## src/rtl/lns_gauss_interp_lut.sv

```systemverilog
// Gaussian-log lookup for the LNS fmadd datapath. It holds two runtime-loadable tables
// (sb = log-add, db = log-subtract), reads T[idx] and T[idx+1] for a fixed-point z, and
// returns the linearly interpolated correction. Two pipeline stages with one stall enable.
module lns_gauss_interp_lut #(
    parameter int unsigned Z_W    = 6,
    parameter int unsigned FRAC_W = 2,
    parameter int unsigned OUT_W  = 11
) (
    input  logic                    clk,
    input  logic                    n_rst,
    input  logic                    in_valid,
    output logic                    in_ready,
    input  logic                    in_op,
    input  logic [Z_W+FRAC_W-1:0]   in_z,
    output logic                    out_valid,
    input  logic                    out_ready,
    output logic signed [OUT_W-1:0] out_data,
    output logic                    out_ninf,
    input  logic                    cfg_we,
    input  logic                    cfg_sel,
    input  logic [Z_W-1:0]          cfg_addr,
    input  logic signed [OUT_W-1:0] cfg_data
);

    localparam int unsigned DEPTH = 2 ** Z_W;
    localparam int unsigned PW    = OUT_W + FRAC_W + 1;
    localparam logic signed [OUT_W-1:0] NINF_VAL = {1'b1, {(OUT_W-1){1'b0}}};

    logic signed [OUT_W-1:0] sb_tab [DEPTH];
    logic signed [OUT_W-1:0] db_tab [DEPTH];

    logic                    en;
    logic [Z_W-1:0]          idx;
    logic [Z_W-1:0]          idx_nxt;
    logic [FRAC_W-1:0]       frac;
    logic                    last;
    logic signed [OUT_W-1:0] rd_lo;
    logic signed [OUT_W-1:0] rd_hi;
    logic [FRAC_W-1:0]       rd_frac;
    logic                    rd_ninf;

    logic                    s1_valid;
    logic signed [OUT_W-1:0] s1_lo;
    logic signed [OUT_W-1:0] s1_hi;
    logic [FRAC_W-1:0]       s1_frac;
    logic                    s1_ninf;

    logic signed [OUT_W:0]   diff;
    logic signed [PW-1:0]    diff_ext;
    logic signed [PW-1:0]    frac_ext;
    logic signed [PW-1:0]    prod;
    logic signed [PW-1:0]    prod_sh;
    logic signed [PW-1:0]    sum;
    logic signed [OUT_W-1:0] interp;
    logic                    unused_sum;

    // Whole pipe advances together; a full output that is not taken freezes everything.
    assign en       = !out_valid || out_ready;
    assign in_ready = en;

    // Table storage: config writes land on the edge regardless of handshake state.
    always_ff @(posedge clk or negedge n_rst) begin
        if (!n_rst) begin
            for (int i = 0; i < DEPTH; i++) begin
                sb_tab[i] <= '0;
                db_tab[i] <= '0;
            end
        end else if (cfg_we) begin
            if (cfg_sel) db_tab[cfg_addr] <= cfg_data;
            else         sb_tab[cfg_addr] <= cfg_data;
        end
    end

    // Table read for the incoming request; the top entry has no upper neighbour.
    always_comb begin
        idx     = in_z[Z_W+FRAC_W-1:FRAC_W];
        frac    = in_z[FRAC_W-1:0];
        last    = &idx;
        idx_nxt = idx + Z_W'(1);
        rd_lo   = in_op ? db_tab[idx] : sb_tab[idx];
        rd_hi   = rd_lo;
        rd_frac = '0;
        if (!last) begin
            rd_hi   = in_op ? db_tab[idx_nxt] : sb_tab[idx_nxt];
            rd_frac = frac;
        end
        rd_ninf = in_op && (in_z == '0);
    end

    // Stage 1: latch both neighbouring entries so later writes cannot disturb them.
    always_ff @(posedge clk or negedge n_rst) begin
        if (!n_rst) begin
            s1_valid <= 1'b0;
            s1_lo    <= '0;
            s1_hi    <= '0;
            s1_frac  <= '0;
            s1_ninf  <= 1'b0;
        end else if (en) begin
            s1_valid <= in_valid;
            if (in_valid) begin
                s1_lo   <= rd_lo;
                s1_hi   <= rd_hi;
                s1_frac <= rd_frac;
                s1_ninf <= rd_ninf;
            end
        end
    end

    // Interpolation: lo + floor((hi - lo) * frac / 2**FRAC_W); result stays between entries.
    always_comb begin
        diff       = {s1_hi[OUT_W-1], s1_hi} - {s1_lo[OUT_W-1], s1_lo};
        diff_ext   = {{FRAC_W{diff[OUT_W]}}, diff};
        frac_ext   = {{(OUT_W+1){1'b0}}, s1_frac};
        prod       = diff_ext * frac_ext;
        prod_sh    = prod >>> FRAC_W;
        sum        = {{(FRAC_W+1){s1_lo[OUT_W-1]}}, s1_lo} + prod_sh;
        interp     = sum[OUT_W-1:0];
        unused_sum = ^sum[PW-1:OUT_W];
    end

    // Stage 2: result register, held stable while stalled.
    always_ff @(posedge clk or negedge n_rst) begin
        if (!n_rst) begin
            out_valid <= 1'b0;
            out_data  <= '0;
            out_ninf  <= 1'b0;
        end else if (en) begin
            out_valid <= s1_valid;
            if (s1_valid) begin
                out_data <= s1_ninf ? NINF_VAL : interp;
                out_ninf <= s1_ninf;
            end
        end
    end

endmodule
```

## config.mk

```make
export PLATFORM = sky130hd
export DESIGN_NAME = lns_gauss_interp_lut
export DESIGN_NICKNAME = d
export VERILOG_FILES = /design/src/rtl/lns_gauss_interp_lut.sv
export SDC_FILE = /design/constraint.sdc
export NUM_CORES = 2
export LEC_CHECK = 0
export CAP_MARGIN = 20
export CORE_ASPECT_RATIO = 1.5
export CORE_MARGIN = 2
export CORE_UTILIZATION = 56
export DETAILED_ROUTE_END_ITERATION = 10
export PLACE_DENSITY = 0.72
export SYNTH_ARGS = -nofsm -noshare
export SYNTH_HDL_FRONTEND = slang
export SYNTH_SLANG_ARGS = --single-unit
```

## constraint.sdc

```tcl
create_clock -name clk -period 7.5 [get_ports clk]
set_clock_uncertainty 0.1 [all_clocks]
set_input_delay 0.75 -clock clk [delete_from_list [all_inputs] [get_ports clk]]
set_output_delay 0.75 -clock clk [all_outputs]
set_load 0.01 [all_outputs]
```

==> qor.yml <==
synthesis:
  synth_mux_area_share_pct: 43.0
  yosysWarnings: 0
  yosys.area.top_type: "dfrtp_1"
  async_flop_share_pct: 100
  synth-adder-area-share_pct: 0.757
  synth_nets: 5413
  synth.area.top_cells: "dfrtp_1, mux2_2, mux4_2"
  ys_types: 68
  yosys.area_share.simple_pct: 2.65
  synth_edf_count: 0
  synth-compound-area-share_pct: 3.74
  synthXorXnorAreaFrac_pct: 0.417
  synth.top_cell.area_share_pct: 45.9
  yosysSeqAreaShare_pct: 45.9
  syn_area_um2: 79000
  synth_top_family_by_area: "multiplexers"
  synth_area_per_cell_um2: 14.8
  ys_seq_elements: 1447
  synth-main-ff-cell: "dfrtp_1"
  synth_cells: 5335
global_routing:
  grtUsageTotal_pct: 33.3
  grt_max_degree: 160
  overflow: 0
  grt_pass1_vias: 51200
  use_met1_pct: 41.8
  grt_use_met2_pct: 53.2
  grt_antenna_before_repair: 13
  busiest_layer: "met2"
  use_met3_pct: 6.87
  grt_pass1_wl_um: 353000
placement:
  place_hpwl_um: 154000
  numPortBuffers: 45
  placedInstanceArea_um2: 80600
  gp_congestion: 0.964
  placedCellCount: 6838
timing:
  slew_viol_final: 0
  fmax_mhz: 186
  rsz0062_at_grt: "no"
  setup_viol: 0
  tightestPinTransition_ps: 1180
  fin_crit_sh_pct: 71.5
  layout_min_cycle_time_ps: 5360
  hold_viol: 0
  max_slew_margin_pct: 21.6
  setup_tns_ps: 0
  whs_ps: 424
clock_tree:
  cts-htree-levels: 4
  clock_latency_ps: 810
  clock-sinks: 1447
  numCtsBuffers: 142
  cts_tree: "done"
  clk_pin_slew_worst_paths_ps: 60
  clk_path_buf_depth: 3
  clockRootBuffer: "clkbuf_16"
route:
  viasPerCell: 7.06
  wl_per_cell_um: 33.4
  wl_um: 237000
  ant_nets: 0
  vias: 50100
  drtPass1Iterations: 7
  drc: 0
  drtIter0Drc: 5065
floorplan:
  die_width_um: 311
  die_h_um: 464
  start_util_pct: 56.5
  io_pins: 46
  core.rowCount: 168
  coreArea_um2: 140000
  die-area_um2: 144000
worst_hold_path:
  min_to: "db_tab[409]"
  min_path_cells: 1
  hp-start: "db_tab[409]"
  hold_class: "reg -> reg"
critical_path:
  crit_path_end_kind: "register"
  r2r_setup_slack_ps: 2140
  path_max_fanout: 4
  worst-r2r-cell-count: 22
  critical_path_required_ps: 8110
  worstSetupPathType: "reg -> reg"
  crit_arrival_ps: 5980
  worstReg2RegEnd: "out_data[10]"
  rr_startpoint: "s1_hi[0]"
  start_kind: "register"
power:
  leakage_nw: 38.2
  ir_drop_mv: 0.250
  p_per_area_nw_per_um2: 238
run_status:
  status: "completed"
final_layout:
  layout-drive-gt1-share_pct: 49.1
  final_cells: 7103
  finalNetCount: 5196
  mostFrequentLayoutCell: "dfrtp_1"
  layout_common_cells: "dfrtp_1, mux2_2, mux4_2, mux2i_1, clkbuf_16"
  final_area_um2: 85600
  fin_util_pct: 61.2
  syn2layout_area_growth_pct: 8.36
  nFillCells: 10400
run:
  maxCapViolCount: 0
## flip-flops by register name, summed over array words and instances, names as in the netlist
signal / count
db_tab: 704
out_data: 11
out_ninf: 1
out_valid: 1
s1_frac: 2
s1_hi: 11
s1_lo: 11
s1_ninf: 1
s1_valid: 1
sb_tab: 704
## worst max-delay path, stage by stage, from the launching register on
cell     delay [ps]
dfrtp_1         380
inv_1            70
ha_1            160
inv_1            50
fa_1            400
a21o_1          170
a21oi_1         230
nor2b_1          80
o21a_1          180
o41ai_1         520
xnor2_1         140
and2_1          180
ha_1            270
ha_1            340
a21oi_1         140
o21ai_0         140
xor2_1          170
ha_1            230
or4_1           540
a31o_2          250
a21oi_1         150
xnor3_1         230
a21oi_1         140
## cell usage after synthesis (50+ instances only)
cell and count:
dfrtp_1 1447, mux2_2 1409, mux4_2 683, mux2i_1 272, clkbuf_1 270, nor2_1 166
o221ai_1 129, nand2_1 115, buf_1 113, a21oi_1 99, buf_2 91, nor3_1 68
o22ai_1 65, buf_4 50
## cell families (layout without fill, tap and decap cells)
kind of cell | Yosys count | after routing
xor+xnor | 33 | 33
mux | 2364 | 2364
flops | 1447 | 1447
fa+ha+maj | 46 | 46
other cells | 0 | 5
simple gates | 457 | 457
compound gates | 399 | 399
buf+inv | 589 | 482
## metrics by stage
step           power [mW]  setup slack, ps
6_report             20.4             2140
5_1_grt              21.1             1730
4_1_cts              20.5             2160
3_5_place_dp         12.9             2090
3_3_place_gp         12.8             1570
2_1_floorplan        11.7             2700
## worst max-delay path by stage
stage          cells past startpoint      from           end
2_1_floorplan                     22  s1_hi[0]  out_data[10]
3_3_place_gp                       8   in_z[6]      s1_hi[0]
3_5_place_dp                      10   in_z[6]      s1_hi[0]
4_1_cts                           22  s1_hi[0]  out_data[10]
5_1_grt                           22  s1_hi[0]  out_data[10]
6_report                          22  s1_hi[0]  out_data[10]
## cell type report
cell class	count	area, µm²	share of cell area [%]
Multi-Input combinational cell	3299	40100	46.9
Antenna cell	5	12.5	0.0146
Tap cell	1870	2340	2.73
Inverter	27	104	0.121
Clock inverter	43	563	0.658
Timing Repair Buffer	201	1920	2.24
Sequential cell	1447	36200	42.3
Clock buffer	211	4290	5.01
## per-layer routing
metal  share of wire (%)  vias up  routed length [µm]
met5               0.023        -                  54
met4                 7.4       10               17600
met1                  37    27100               87600
met3                 7.5      666               17800
li1                    -    20200                   -
met2                  48     2177              114000
## report_power, final
group / switching, mW / internal, mW
Clock: 3.17 / 4.37
Sequential: 0.551 / 8.49
Combinational: 1.95 / 1.87
Total: 5.66 / 14.7
## repair_timing
item,4_1_cts,5_1_grt
hold buffers,1,0
hold endpoints to repair,107,0
resized for setup,0,0
buffers inserted,0,0
No activity file was read; power rests on OpenSTA's default activity.
